$ cat config.mk
export PLATFORM = sky130hd
export DESIGN_NAME = pack_wr_stream
export DESIGN_NICKNAME = d
export VERILOG_FILES = /design/src/rtl/pack_pkg.sv /design/src/rtl/pack_out_stage.sv /design/src/rtl/pack_wr_stream.sv
export SDC_FILE = /design/constraint.sdc
export NUM_CORES = 1
export LEC_CHECK = 0
export CORE_ASPECT_RATIO = 0.8
export CORE_UTILIZATION = 55
export CTS_CLUSTER_DIAMETER = 30
export DETAILED_ROUTE_END_ITERATION = 16
export DONT_BUFFER_PORTS = 1
export PLACE_DENSITY_LB_ADDON = 0.3
export REMOVE_ABC_BUFFERS = 1
export SKIP_CTS_REPAIR_TIMING = 1
export SKIP_LAST_GASP = 1
export SYNTH_ARGS = -nofsm -noshare
export SYNTH_HDL_FRONTEND = slang
export SYNTH_SLANG_ARGS = --single-unit
$ cat constraint.sdc
create_clock -name clk_in -period 2.9 [get_ports clk_in]
set_clock_uncertainty 0.1 [all_clocks]
set_input_delay 0.435 -clock clk_in [delete_from_list [all_inputs] [get_ports clk_in]]
set_output_delay 0.435 -clock clk_in [all_outputs]
set_load 0.01 [all_outputs]
$ cat src/rtl/pack_pkg.sv
// pack_pkg: sizing helpers shared by the width-up packer and its output stage
package pack_pkg;
  function automatic int pack_ratio(input int in_w, input int out_w);
    return out_w / in_w;
  endfunction
  function automatic int pack_cw(input int in_w, input int out_w);
    return $clog2(out_w / in_w) + 1;
  endfunction
  function automatic logic pack_ok(input int in_w, input int out_w);
    int r;
    r = out_w / in_w;
    return (out_w % in_w == 0) && (r >= 2) && ((r & (r - 1)) == 0);
  endfunction
endpackage

$ cat src/rtl/pack_out_stage.sv
// pack_out_stage: output holding register that keeps a word until downstream takes it
module pack_out_stage #(
  parameter int W  = 128,
  parameter int CW = 4
) (
  input  logic          clk,
  input  logic          rst,
  input  logic          load,
  input  logic [W-1:0]  load_data,
  input  logic [CW-1:0] load_count,
  input  logic          load_last,
  input  logic          ready,
  output logic          valid,
  output logic [W-1:0]  data,
  output logic [CW-1:0] count,
  output logic          last
);
  always_ff @(posedge clk) begin
    if (rst) begin
      valid <= 1'b0;
      data  <= '0;
      count <= '0;
      last  <= 1'b0;
    end else if (load) begin
      valid <= 1'b1;
      data  <= load_data;
      count <= load_count;
      last  <= load_last;
    end else if (ready) begin
      valid <= 1'b0;
    end
  end
endmodule

$ cat src/rtl/pack_wr_stream.sv
// pack_wr_stream: packs narrow beats into wide words, flushing early on last_in, with one parked word
module pack_wr_stream
  import pack_pkg::*;
#(
  parameter int   IN_WIDTH  = 16,
  parameter int   OUT_WIDTH = 128,
  parameter logic MSB_FIRST = 1'b0
) (
  input  logic                                    clk_in,
  input  logic                                    rst_in,
  input  logic                                    valid_in,
  output logic                                    ready_in,
  input  logic [IN_WIDTH-1:0]                     data_in,
  input  logic                                    last_in,
  output logic                                    valid_out,
  input  logic                                    ready_out,
  output logic [OUT_WIDTH-1:0]                    data_out,
  output logic [pack_cw(IN_WIDTH, OUT_WIDTH)-1:0] count_out,
  output logic                                    last_out
);
  localparam int RATIO = pack_ratio(IN_WIDTH, OUT_WIDTH);
  localparam int CW    = pack_cw(IN_WIDTH, OUT_WIDTH);
  localparam int IW    = $clog2(RATIO);

  if (!pack_ok(IN_WIDTH, OUT_WIDTH)) begin : g_bad_ratio
    $error("pack_wr_stream: OUT_WIDTH/IN_WIDTH must be a power of two >= 2");
  end

  logic [OUT_WIDTH-1:0] acc, word, load_data;
  logic [IW-1:0]        idx, slot;
  logic [CW-1:0]        pend_cnt, load_cnt;
  logic                 pend, pend_last, accept, complete, can_load, load, load_last;

  assign ready_in = !pend;

  // While a word is parked the accumulator holds it, so the output reloads from acc
  always_comb begin
    accept    = valid_in && !pend;
    slot      = MSB_FIRST ? IW'(RATIO - 1) - idx : idx;
    word      = acc | (OUT_WIDTH'(data_in) << (IN_WIDTH * int'(slot)));
    complete  = accept && (last_in || idx == IW'(RATIO - 1));
    can_load  = !valid_out || ready_out;
    load      = pend ? ready_out : complete && can_load;
    load_data = pend ? acc : word;
    load_cnt  = pend ? pend_cnt : CW'(idx) + CW'(1);
    load_last = pend ? pend_last : last_in;
  end

  always_ff @(posedge clk_in) begin
    if (rst_in) begin
      acc       <= '0;
      idx       <= '0;
      pend      <= 1'b0;
      pend_cnt  <= '0;
      pend_last <= 1'b0;
    end else if (pend) begin
      if (ready_out) begin
        pend <= 1'b0;
        acc  <= '0;
      end
    end else if (accept) begin
      acc       <= complete && can_load ? '0 : word;
      idx       <= complete ? '0 : idx + IW'(1);
      pend      <= complete && !can_load;
      pend_cnt  <= load_cnt;
      pend_last <= last_in;
    end
  end

  pack_out_stage #(.W(OUT_WIDTH), .CW(CW)) u_out (
    .clk        (clk_in),
    .rst        (rst_in),
    .load       (load),
    .load_data  (load_data),
    .load_count (load_cnt),
    .load_last  (load_last),
    .ready      (ready_out),
    .valid      (valid_out),
    .data       (data_out),
    .count      (count_out),
    .last       (last_out)
  );
endmodule

; Word-level counts from Yosys, hierarchy flattened
; Index checks and enable logic that the tools add are counted.
; Widths: inputs -> output; s select.
[totals]
regBits = 271
latchBits = 0
ram_bits = 0
romBits = 0
input_bits = 21
out_inout_bits = 135
memories = 0
[op_classes]
n_addsub = 2
n_mul = 0
div_mod_pow = 0
order_cmp = 0
eq_ne = 2
shifts = 1
muxes = 14
bitwise = 2
reduce_logical = 13
[op_table]
columns = cell, count
row1 = $mux 128, 5
row2 = $or 128x128->128, 1
row3 = $shl 16x7->128, 1
row4 = $mux 1, 7
row5 = $add 3x1->4 const B, 1
row6 = $logic_and 1x1->1, 4
row7 = $mux 4, 1
row8 = $reduce_and 2->1, 2
row9 = $reduce_bool 2->1, 2
row10 = $add 3x1->3 const B, 1
row11 = $eq 3x3->1 const B, 1
row12 = $logic_not 1->1, 3
row13 = $mux 3, 1
row14 = $logic_or 1x1->1, 2
row15 = $ne 2x2->1 const B, 1
row16 = $not 1->1, 1

; Depth between registers and ports, before layout
[depth]
depth_word = 7
mapped_depth = 8
depth_no_buf = 5

; Hierarchy
; Synthesis repeated with hierarchy kept, for this count alone.
[unflattened]
cells_unflattened = 1219
hier_area_um2 = 11200.7
[modules_own_cells]
columns = module, instances, cells_per_inst, area_per_inst_um2, seq_area_each_um2
row1 = pack_wr_stream, 1, 786, 6471.2, 2742.6
row2 = pack_out_stage, 1, 433, 4729.5, 2682.6

; Worst setup path after synthesis
; No wires, ideal clock.
[synth_path]
kind = reg-to-reg
from = register idx[0]
to = register acc[24]
t_arrival_ns = 1.943
path_slack_ns = 0.725
stages_incl_launch_ff = 9
path_buffers = 3
period_less_slack_ns = 2.175
path_cell_list = dfxtp_1 -> ha_1 -> ha_1 -> o21ai_2 -> a21oi_4 -> buf_2 -> buf_2 -> buf_2 -> nor3_1
[synth_between]
elab_chain_len = 7
word_cells_on_any_way = 9
classes_between = eq/ne (1) / shift (1) / mux (3) / bitwise (1) / reduce/logical (3)
[synth_rtl]
columns = item, line_no
row1 = "start, declared", pack_wr_stream.sv:30  ; logic [IW-1:0] idx, slot;
row2 = "start signal, assigned", pack_wr_stream.sv:63  ; idx <= complete ? '0 : idx + IW'(1);
row3 = branches (longest 4 deep; another with $shl 16x7->128), -
row4 = $mux 128 (*), pack_wr_stream.sv:62  ; acc <= complete && can_load ? '0 : word;
row5 = $mux 128 (*), pack_wr_stream.sv:61  ; end else if (accept) begin
row6 = $mux 128 (*), pack_wr_stream.sv:56  ; end else if (pend) begin
row7 = "end signal, assigned", pack_wr_stream.sv:62
row8 = "end, declared", pack_wr_stream.sv:29  ; logic [OUT_WIDTH-1:0] acc, word, load_data;
; Every way passes the cells marked *. The select of a mux whose other input is x is not followed.
; A chain may end at the register's enable or synchronous reset.

; Worst setup path after layout
[layout_path]
from = register pend
to = register u_out.data[30]
[layout_between]
elab_chain_len = 5
word_cells_on_any_way = 6
classes_between = mux (2) / reduce/logical (4)
[layout_rtl]
columns = item, line_no
row1 = "start, declared", pack_wr_stream.sv:32  ; logic pend, pend_last, accept, complete, can_load, load, load_last;
row2 = "start signal, assigned", pack_wr_stream.sv:64  ; pend <= complete && !can_load;
row3 = $logic_not 1->1, pack_wr_stream.sv:38  ; accept = valid_in && !pend;
row4 = $logic_and 1x1->1, pack_wr_stream.sv:38
row5 = $logic_and 1x1->1, pack_wr_stream.sv:41  ; complete = accept && (last_in || idx == IW'(RATIO - 1));
row6 = $logic_and 1x1->1, pack_wr_stream.sv:43  ; load = pend ? ready_out : complete && can_load;
row7 = $mux 1, pack_wr_stream.sv:43
row8 = "end signal, assigned", pack_out_stage.sv:26  ; data <= load_data;
row9 = "end, declared", pack_out_stage.sv:14  ; output logic [W-1:0] data,
; Parallel ways exist; a longest one is shown, timed or not.

==> flow_summary_export.csv <==
group,metric,value,unit
cts,h-tree-depth,2,
floorplanning,placementRows,49,
global_routing,grt_pass1_vias,10700,
worst_setup_path,criticalPathCategory,"register to register",
routing,firstDrtPassIters,5,
routing,viasPerCell,6.75,
logic_synthesis,synthTopCellsByCount,"271 x dfxtp_1, 173 x a21oi_1, 121 x nor3_1",
pwr,powerDensity,700,nW/um2
global_routing,antenna_found_initial,0,
cts,clk_pin_slew,50,ps
logic_synthesis,synth_edf_count,0,
place,place_congestion,0.764,
floorplanning,ios,156,
cts,cts_root_buffer,"clkbuf_16",
logic_synthesis,synth_largest_area_cell,"dfxtp_1",
cts,cts_buffer_depth,3,
worst_setup_path,critPathSlowestCell,"dfxtp_4",
finish,finalNonFillerCells,1770,
finish,n_fill_cell,1768,
run_status,violations,"hold timing",
sta,slew_headroom,26.3,%
worst_setup_path,cp-start-kind,"register",
finish,drive_above_1_share,12.4,%
global_routing,grtUsageTotal,31.3,%
place,io_buffer_count,0,
routing,vias,12000,
place,dp.cells,1595,
global_routing,grt_remaining_overflow,0,
logic_synthesis,yosys_warnings,0,
routing,drt_iter0_markers,1501,
pwr,ir_worst_vdd,0.448,mV
sta,fmax,351,MHz
logic_synthesis,ys_seq_elements,271,
worst_setup_path,path_buf_inv,3,
sta,hold_viol,3,
logic_synthesis,async_flop_share,0,%
logic_synthesis,synth.distinct_cells,50,
logic_synthesis,synth-main-ff-cell,"dfxtp_1",
routing,wirelength,39600,um
worst_setup_path,cp.arrival,3150,ps
sta,holdWs,-11.0,ps
min_path,hp-class,"primary input to register",
routing,final_antenna_net_count,0,
place,dp_hpwl,20700,um
global_routing,grt_max_degree,222,
floorplanning,dieArea,23500,um2
floorplanning,fp.dieW,171,um
finish,nNetsFinal,1455,
cts,cts_buffers,43,
sta,period_minus_slack,2850,ps
sta,post-route-period-util,98.4,%
cts,cts_tree,"yes",
cts,clk_latency,540,ps
worst_setup_path,path_max_fanout,112,
worst_setup_path,end_kind,"register",
worst_setup_path,worstPathCellList,"inv_2 -> a21oi_4 -> buf_12 -> a2111oi_2 -> dlygate4sd3_1",
floorplanning,core,22400,um2
pwr,power_leakage,5.30,nW
finish,areaGrowthSynthToFinish,20.1,%
sta,finalSetupViolCount,0,
logic_synthesis,yosysMostFrequentCell,"dfxtp_1",
run_status,status,"complete, but fails checks",
logic_synthesis,synth_area_leaders,"dfxtp_1 43%, a21oi_1 6.9%, nor3_1 4.8%",
routing,drc,0,
job,cap_violations,0,
worst_setup_path,critPathMaxStageDelay,920,ps
sta,worstMarginPinSlew,1110,ps
floorplanning,start_util,56.0,%
global_routing,grt_pass1_wl,58700,um
cts,clock_sinks,271,
logic_synthesis,synthCells,1441,
worst_setup_path,crit_family,"buffers and inverters",
logic_synthesis,ys_seq_area_share,43.2,%
worst_setup_path,critPathRequiredTime,3200,ps
finish,final_core_util,67.3,%
routing,post_drt_wl_per_cell,22.4,um
logic_synthesis,syn-cell-area,12600,um2
logic_synthesis,synth_top_area_share,43.2,%
sta,slew_viol_final,0,
logic_synthesis,synth.avg_cell_area,8.72,um2
sta,tns,0,ps
floorplanning,die_y,137,um
finish,antenna_cells,0,
## cell families after synthesis
| family | count (synthesis) | share of synthesized area [%] |
|---|---|---|
| AO/OA/AOI/OAI | 539 | 31.9 |
| flip-flops | 271 | 43.2 |
| buffers and inverters | 233 | 8.48 |
| AND/OR/NAND/NOR | 391 | 15.9 |
| adder cells (fa/ha/maj) | 2 | 0.199 |
| multiplexers | 5 | 0.408 |
## worst paths after layout
kind / start / end / slack, ps / cells past startpoint
worst max-delay path: pend / u_out.data[30] / 50 / 5
worst min-delay path: data_in[7] / acc[87] / -10 / 2
worst max register to register: pend / u_out.data[30] / 50 / 5
worst min register to register: acc[109] / acc[109] / 350 / 2
## per-stage QoR
stage / instance area (um2) / worst slack (ps) / hold WS, ps / total power [mW]
finish: 15100 / 47.7 / -11.0 / 10.6
CTS: 14100 / 453 / -138 / 10.5
global route: 15100 / -81.8 / 8.47 / 10.9
global placement: 12500 / 630 / 336 / 4.79
floorplan: 11700 / -4840 / 321 / 4.60
detailed placement: 12500 / 610 / 339 / 4.81
## final cells by class
class	count	area [um2]	area share, %
clock buffers	59	1270	8.40
multi-input cells	937	6150	40.7
repair buffers	132	1340	8.89
well taps	306	383	2.54
clock inverters	18	347	2.30
flip-flops and latches	271	5430	36.0
inverters	47	176	1.17
## state kept, by name, summed over array words and instances (netlist names)
register / cells
pend_cnt: 4
u_out.last: 1
u_out.data: 128
acc: 128
u_out.valid: 1
u_out.count: 4
pend: 1
pend_last: 1
idx: 3
## routing by layer
layer,vias up,track usage (%),part of all wire (%)
met5,-,0,0
met4,0,10.1,2.8
met3,97,8.82,11
met2,626,47.1,44
met1,5778,43.1,43
li1,5449,-,-
## worst register-to-register path, cell delays in order, from the launching register on
cell           delay [ps]
dfxtp_4               920
inv_2                 190
a21oi_4               240
buf_12                430
a2111oi_2             220
dlygate4sd3_1         610
## layout by cell type, fill, tap and decap left out, types with 27 or more instances in the layout
cell type	Yosys	routed
a21oi_1	173	173
nor2b_1	36	34
a211oi_1	44	44
dfxtp_1	271	270
nor3_1	121	121
dlygate4sd3_1	0	97
clkbuf_16	0	44
a2111oi_0	68	68
inv_1	46	45
o2111ai_1	33	33
o211ai_1	61	61
a31oi_1	44	44
nand2_1	47	47
nand3_1	35	35
buf_4	24	27
nor2_1	106	105
## power by group
part	internal, mW	switching [mW]
clock network	3.86	1.85
registers	3.88	0.207
logic	0.306	0.476
total	8.04	2.53
Power figures use the tool's default switching activity.
